## src/rtl/crc_packet_tx_seq.sv

```systemverilog
// Framed byte transmitter: SYNC, 4 payload bytes MSB first, CRC-8 (poly 0xD5, init 0x00),
// followed by a programmable idle gap before the next word is accepted.
module crc_packet_tx_seq #(
    parameter logic [7:0]  SYNC_BYTE  = 8'hA5,
    parameter int unsigned GAP_CYCLES = 4,
    parameter int unsigned CNT_W      = 16
) (
    input  logic             clk,
    input  logic             rst,
    input  logic [31:0]      in_data,
    input  logic             in_valid,
    output logic             in_ready,
    output logic [7:0]       out_byte,
    output logic             out_valid,
    input  logic             out_ready,
    output logic             out_last,
    input  logic             abort,
    output logic             busy,
    output logic [CNT_W-1:0] pkt_count
);

    localparam int unsigned GAP_W = (GAP_CYCLES < 2) ? 1 : $clog2(GAP_CYCLES + 1);
    localparam logic [GAP_W-1:0] GAP_LOAD = GAP_W'(GAP_CYCLES);

    typedef enum logic [2:0] {
        S_IDLE,
        S_SYNC,
        S_PAY,
        S_CRC,
        S_GAP
    } state_t;

    // With a zero-length gap a finished or aborted frame returns straight to IDLE.
    localparam state_t AFTER_FRAME = (GAP_CYCLES == 0) ? S_IDLE : S_GAP;

    state_t           state_q, state_d;
    logic [31:0]      shift_q, shift_d;
    logic [7:0]       crc_q, crc_d;
    logic [1:0]       idx_q, idx_d;
    logic [GAP_W-1:0] gap_q, gap_d;
    logic [CNT_W-1:0] pkt_q, pkt_d;

    function automatic logic [7:0] crc8_step(input logic [7:0] c_in);
        logic [7:0] c;
        c = c_in;
        for (int unsigned i = 0; i < 8; i++) begin
            c = c[7] ? ({c[6:0], 1'b0} ^ 8'hD5) : {c[6:0], 1'b0};
        end
        return c;
    endfunction

    always_ff @(posedge clk) begin
        if (rst) begin
            state_q <= S_IDLE;
            shift_q <= '0;
            crc_q   <= '0;
            idx_q   <= '0;
            gap_q   <= '0;
            pkt_q   <= '0;
        end else begin
            state_q <= state_d;
            shift_q <= shift_d;
            crc_q   <= crc_d;
            idx_q   <= idx_d;
            gap_q   <= gap_d;
            pkt_q   <= pkt_d;
        end
    end

    always_comb begin
        state_d   = state_q;
        shift_d   = shift_q;
        crc_d     = crc_q;
        idx_d     = idx_q;
        gap_d     = gap_q;
        pkt_d     = pkt_q;
        in_ready  = 1'b0;
        out_valid = 1'b0;
        out_last  = 1'b0;
        out_byte  = '0;

        case (state_q)
            S_IDLE: begin
                in_ready = 1'b1;
                if (in_valid) begin
                    shift_d = in_data;
                    crc_d   = '0;
                    idx_d   = '0;
                    state_d = S_SYNC;
                end
            end

            S_SYNC: begin
                out_valid = 1'b1;
                out_byte  = SYNC_BYTE;
                if (abort) begin
                    gap_d   = GAP_LOAD;
                    state_d = AFTER_FRAME;
                end else if (out_ready) begin
                    idx_d   = '0;
                    state_d = S_PAY;
                end
            end

            S_PAY: begin
                out_valid = 1'b1;
                out_byte  = shift_q[31:24];
                if (abort) begin
                    gap_d   = GAP_LOAD;
                    state_d = AFTER_FRAME;
                end else if (out_ready) begin
                    crc_d   = crc8_step(crc_q ^ shift_q[31:24]);
                    shift_d = {shift_q[23:0], 8'h00};
                    idx_d   = idx_q + 2'd1;
                    if (idx_q == 2'd3) begin
                        state_d = S_CRC;
                    end
                end
            end

            S_CRC: begin
                out_valid = 1'b1;
                out_last  = 1'b1;
                out_byte  = crc_q;
                if (abort) begin
                    gap_d   = GAP_LOAD;
                    state_d = AFTER_FRAME;
                end else if (out_ready) begin
                    pkt_d   = pkt_q + CNT_W'(1);
                    gap_d   = GAP_LOAD;
                    state_d = AFTER_FRAME;
                end
            end

            S_GAP: begin
                // Loaded with GAP_CYCLES on entry, so the state lasts exactly that many cycles.
                if (gap_q > GAP_W'(1)) begin
                    gap_d = gap_q - GAP_W'(1);
                end else begin
                    gap_d   = '0;
                    state_d = S_IDLE;
                end
            end

            default: state_d = S_IDLE;
        endcase
    end

    assign busy      = (state_q != S_IDLE);
    assign pkt_count = pkt_q;

endmodule

```

## config.mk

```make
export PLATFORM = sky130hd
export DESIGN_NAME = crc_packet_tx_seq
export DESIGN_NICKNAME = d
export VERILOG_FILES = /design/src/rtl/crc_packet_tx_seq.sv
export SDC_FILE = /design/constraint.sdc
export NUM_CORES = 1
export LEC_CHECK = 0
export ABC_AREA = 1
export CAP_MARGIN = 20
export CORE_UTILIZATION = 50
export DETAILED_ROUTE_END_ITERATION = 7
export PLACE_DENSITY_LB_ADDON = 0.12
export SYNTH_ARGS = -nofsm -noshare
export SYNTH_HDL_FRONTEND = slang
export SYNTH_SLANG_ARGS = --single-unit
```

## constraint.sdc

```tcl
create_clock -name clk -period 3.94 [get_ports clk]
set_input_delay 0.788 -clock clk [delete_from_list [all_inputs] [get_ports clk]]
set_output_delay 0.788 -clock clk [all_outputs]
set_load 0.01 [all_outputs]
```

==> results of run 1 <==
power groups by stage:
stage               sequential, uW  combinational [uW]  clock, uW
floorplan                      916                1580          0
global placement               942                1930          0
detailed placement             945                1990          0
finish                         935                2000        578
CTS                            933                1990        587
global route                   958                2280        614
per-stage QoR:
step                utilization  instances  power (uW)  hold WS [ns]  worst slack [ns]
floorplan                     -        525        2500         0.440              1.84
global placement          0.614        653        2870         0.450              1.01
detailed placement        0.614        653        2930         0.457             0.873
CTS                       0.644        668        3510         0.466             0.886
global route              0.644        668        3850         0.487             0.750
finish                    0.644        668        3520         0.466             0.909
kinds of logic (layout without fill, tap and decap cells):
| group | count (synthesis) | in the layout | synth area share |
|---|---|---|---|
| buffers and inverters | 72 | 135 | 0.0853 |
| adder cells (fa/ha/maj) | 4 | 4 | 0.0144 |
| XOR/XNOR | 8 | 8 | 0.0202 |
| AO/OA/AOI/OAI | 109 | 109 | 0.173 |
| AND/OR/NAND/NOR | 268 | 268 | 0.339 |
| flip-flops | 64 | 64 | 0.369 |
routing by layer:
layer	track usage	routed length, um	part of all wire
met4	0.108	143	0.017
met1	0.285	3680	0.45
met5	0	0	0
met2	0.415	4010	0.49
met3	0.0545	415	0.050
cell usage in the layout (no fill, tap or decap), types with 8 or more instances in the layout:
cell,n
nand2_1,175
dfxtp_1,64
clkdlybuf4s50_1,64
inv_1,43
nand3_1,39
a21oi_1,33
o21ai_1,26
nor2_1,25
a31oi_1,24
o21ai_0,16
clkbuf_8,12
inv_2,8
path summary, 6_finish.rpt:
path | start | end | slack (ns) | cells after the start
hold / removal | shift_q[1]$_SDFFE_PP0P_ | shift_q[1]$_SDFFE_PP0P_ | 0.47 | 2
hold reg to reg | shift_q[1]$_SDFFE_PP0P_ | shift_q[1]$_SDFFE_PP0P_ | 0.47 | 2
setup / recovery | state_q[2]$_SDFFE_PP0P_ | out_byte[7] | 0.91 | 5
setup reg to reg | state_q[0]$_SDFFE_PP0P_ | shift_q[13]$_SDFFE_PP0P_ | 1.38 | 11
registers in the layout, indices dropped and copies added (netlist names):
register   flops
crc_q          8
gap_q          3
idx_q          2
pkt_count     16
shift_q       32
state_q        3
layout make-up:
class	instances	area, um2
Clock buffer	12	165
Clock inverter	3	40.0
Fill cell	628	2400
Inverter	53	205
Multi-Input combinational cell	389	1900
Sequential cell	64	1280
Tap cell	80	100
Timing Repair Buffer	67	663
worst max-delay path: cells and delay by family, from the launching register on:
family | cells | cell delay [ns]
compound gates | 1 | 0.19
buf+inv | 2 | 0.90
flops | 1 | 0.52
simple gates | 2 | 0.28
==> impl_results.md, run 1 <==
* DRC at 0
* Seq pwr share at 0.266
* Cell variety after synth at 37
* Syn nets at 566
* Number of synthesized flops with an enable pin at 0
* Routed via count at 3,506
* DR pass1 iterations at 4
* Net Sw Frac at 0.479
* Post-DP HPWL at 6010 um
* Clock slew at reported path FFs at 0.07 ns
* Die Wd at 85.4 um
* Site row count at 30
* Area Growth Syn to Fin at 25.2%
* RSZ-0062 raised after global routing: no
* Post-synth top cells: nand2_1 (175), dfxtp_1 (64), inv_1 (43)
* VDD IR-drop max at 355 uV
* Post-synthesis async set-or-reset flop share at 0
* Placed inst area at 4150 um2
* Clock power frac at 0.164
* PD cells at 808 nW/um2
* Most frequent cell after synthesis: nand2_1
* Min Tclk post-route at 3.03 ns
* IO buf count at 64
* Ys Warns at 0
* Final global-route overflow total at 0
* Wire per inst at 12.3 um
* # clock sinks at 64
* Longest Clk Path Bufs at 2
* Design Area, Final at 4350 um2
* Sequential share of the synthesized area at 0.369
* Postcts setup bufs at 0
* Cells after Synth at 525
* Detailed Route Iter0 Violations at 184
* # nets final at 625
* Hold Crit Class: flop to flop
* Synth area leader: dfxtp_1
* Hold Buf Count CTS at 0
* # H-tree levels at 3
* Worst Path Required at 3.15 ns
* DRT antenna net count at 0
* Main synth FF type: dfxtp_1
* GRT Overall Usage at 0.240
* Register bit count reported by yosys at 64
* CTS Buf Count at 9
* Critical path class: flop to output pin
* CP Cell Sequence: nor2_1 -> nand2_1 -> buf_4 -> o221ai_1 -> clkdlybuf4s50_1
* CTS tree: yes
* Core ar. at 6760 um2
* Chip Height at 85.4 um
* Slew Viols, Final at 0
* Initial Utilization at 0.514
* Routed vias/inst at 5.25
* Post-synth top area share at 0.369
* Die area at 7290 um2
* Number of global-route vias before repair at 3,234
* Finish-stage setup viols at 0
* Int Power at 1830 uW
* Max Cap Viol at 0
* Largest net degree at the start of global routing at 49
* Hold Vio Cnt, Final at 0
* Crit path max-delay cell type: dfxtp_1
* Worst stage delay on the critical path at 0.52 ns
* DRT Wirelength at 8240 um
* IO Pins at 65
* Sw Pwr at 1690 uW
* Global-route wire length before repair at 14,000 um
* Synth Cell Area at 3480 um2
* Initial antenna violation count at 0
* # diodes at 0
* Mapped Avg Cell Area at 6.62 um2
* CTS Root Cell: clkbuf_8
* Cts repair resizes at 0
* CP Max Fanout at 39
* Setup TNS at 0 ns
* Crit. End Element: output pin
* Top cells by area, synth: dfxtp_1 (37%), nand2_1 (19%), nand3_1 (5.6%)
* Share of cells above drive strength 1 at 0.0765
* RePlAce Congestion at 0.875
* Fin crit share at 0.769
* Startpoint type of the worst setup path: flop
* CP arrival at 2.24 ns
* Clk Latency, worst-skew pair at 0.33 ns
* Worst-margin pin slew at 0.735 ns
* Fmax at 0.330 GHz
* Clk_skew at 0.00788 ns
* Rel. slew slack at 0.510
* Status: finished clean
* Comb pwr share at 0.570
* Pleak at 0.00179 uW
Note: power is estimated with default switching activity, not from simulation.
==> run 2, diff against run 1 <==
clock period = 2.83 ns   (was 3.94 ns; I/O delays follow)
==> run 2 against run 1 <==
Net effect:
- first-iteration DRC count down 6.5%
- clock skew up 0.0059 ns
- sequential cell count unchanged
- via count up 0.23%
- final area up 0.92%
- sequential power up 39%
- clock power up 28%
- core utilization up 0.59 points
- routed wire length up 0.62%
- critical path type unchanged
- critical endpoint unchanged
- highest routed layer unchanged
==> impl_results.md, run 2 (synthesized netlist as in run 1, its figures left out) <==
* # clock sinks at 64
* Core ar. at 6760 um2
* CP Max Fanout at 14
* Reg area at 1280 um2
* CP arrival at 2.07 ns
* Worst reg2reg endpoint: shift_q[17]$_SDFFE_PP0P_
* Commonest cells after routing, fill and taps aside: nand2_1 (174), dfxtp_1 (64), clkdlybuf4s50_1 (64), inv_1 (43), nand3_1 (39)
* # H-tree levels at 3
* Wire per inst at 12.3 um
* Pleak at 0.00180 uW
* Status: finished clean
* Placed inst area at 4200 um2
* Total power at 4920 uW
* Site row count at 30
* Max Cap Viol at 0
* Global-route wire length before repair at 14,100 um
* Share of cells above drive strength 1 at 0.0875
* Post-DP HPWL at 6030 um
* Worst Path Required at 2.26 ns
* Design Area, Final at 4390 um2
* CTS tree: yes
* DRT antenna net count at 0
* Min Tclk post-route at 2.63 ns
* DR pass1 iterations at 4
* PD cells at 1120 nW/um2
* Utilization after layout at 0.650
* Worst stage delay on the critical path at 0.59 ns
* Largest net degree at the start of global routing at 39
* Routed vias/inst at 5.21
* # nets final at 630
* Hold Crit Class: flop to flop
* GRT Overall Usage at 0.243
* CP Cell Sequence: nor2_1 -> nand2_2 -> o221ai_1 -> clkdlybuf4s50_1
* Chip Height at 85.4 um
* Finish-stage setup viols at 0
* CTS Root Cell: clkbuf_8
* Clk_skew at 0.0138 ns
* Cts repair resizes at 0
* DRC at 0
* Biggest register: shift_q
* DRT Wirelength at 8290 um
* CTS Buf Count at 9
* Slew Viols, Final at 0
* VDD IR-drop max at 664 uV
* Most common cell after layout, fill and taps aside: nand2_1
* Critical Path Start: state_q[2]$_SDFFE_PP0P_
* Initial Utilization at 0.514
* R2R Path Start: state_q[2]$_SDFFE_PP0P_
* Critical path class: flop to output pin
* Worst Path Buf+Inv at 1
* Min-Delay Endpoint: shift_q[7]$_SDFFE_PP0P_
* R2r worst-path depth at 9
* Clk Latency, worst-skew pair at 0.34 ns
* IO buf count at 64
* Startpoint type of the worst setup path: flop
* CP top delay family: buffers and inverters
* Initial antenna violation count at 0
* Fmax at 0.380 GHz
* Crit. End Element: output pin
* Longest Clk Path Bufs at 2
* IO Pins at 65
* Max reg flops at 32
* Routed via count at 3,514
* Final global-route overflow total at 0
* WHS at 0.464 ns
* Number of global-route vias before repair at 3,156
* Fin crit share at 0.931
* Multi-input logic area at 1900 um2
* Hold Crit Start: shift_q[7]$_SDFFE_PP0P_
* Hold Buf Count CTS at 0
* Worst R2R Setup Slack at 0.61 ns
* Die area at 7290 um2
* Rel. slew slack at 0.693
* Die Wd at 85.4 um
* Area Growth Syn to Fin at 26.4%
* Hold path depth at 2
* Hold Vio Cnt, Final at 0
* Postcts setup bufs at 0
* Worst-margin pin slew at 0.456 ns
* Clock slew at reported path FFs at 0.08 ns
* Setup TNS at 0 ns
* Detailed Route Iter0 Violations at 172
* # diodes at 0
* RePlAce Congestion at 0.889
* Fillers at 658
* RSZ-0062 raised after global routing: no
* Crit path max-delay cell type: clkdlybuf4s50_1
-- run 2: changes by cell type in the layout (fill, tap and decap cells not counted) --
cell / change
buf_4: +4
clkinvlp_4: +3
buf_12: +1
bufinv_16: -1
clkinv_2: -1
nand2_1: -1
nand2_2: +1
-- run 2: area by class of cell --
type / count / area share
clock inverters: 4 / 0.00627
flip-flops and latches: 64 / 0.292
multi-input cells: 389 / 0.433
repair buffers: 72 / 0.162
inverters: 53 / 0.0467
well taps: 80 / 0.0228
clock buffers: 12 / 0.0376
-- run 2: worst register-to-register path: cells and delay by family (launching register included) --
kind                   cells  cell delay (ns)
flip-flops                 1             0.51
buffers and inverters      2             0.51
AND/OR/NAND/NOR            4             0.77
AO/OA/AOI/OAI              3             0.35
-- run 2: where the power goes --
group	internal, uW	switching [uW]	total (uW)
clock	388	354	742
combinational	1030	1850	2880
sequential	1130	171	1300
total	2550	2370	4920
-- run 2: layer usage --
layer  routed length, um  vias to the layer above  GRT usage  share of wire
met5                   0                        -          0              0
met4                  81                        0     0.0742         0.0098
met3                 354                        8     0.0389          0.043
met2                3970                       72      0.407           0.48
met1                3890                     1574      0.324           0.47
li1                    -                     1860          -              -
-- run 2: stage by stage --
stage          worst slack (ns)  std cells
2_1_floorplan             0.952        525
3_3_place_gp              0.327        658
3_5_place_dp              0.237        658
4_1_cts                  0.0170        674
5_1_grt                  0.0673        674
6_report                  0.196        674
-- run 2: worst max-delay path by stage --
stage / endpoint / slack [ns] / depth (start not counted)
floorplan: pkt_count[14]$_SDFFE_PP0P_ / 0.95 / 13
global placement: pkt_count[14]$_SDFFE_PP0P_ / 0.33 / 14
detailed placement: pkt_count[14]$_SDFFE_PP0P_ / 0.24 / 14
CTS: out_byte[7] / 0.02 / 4
global route: out_byte[7] / 0.07 / 4
finish: out_byte[7] / 0.20 / 4
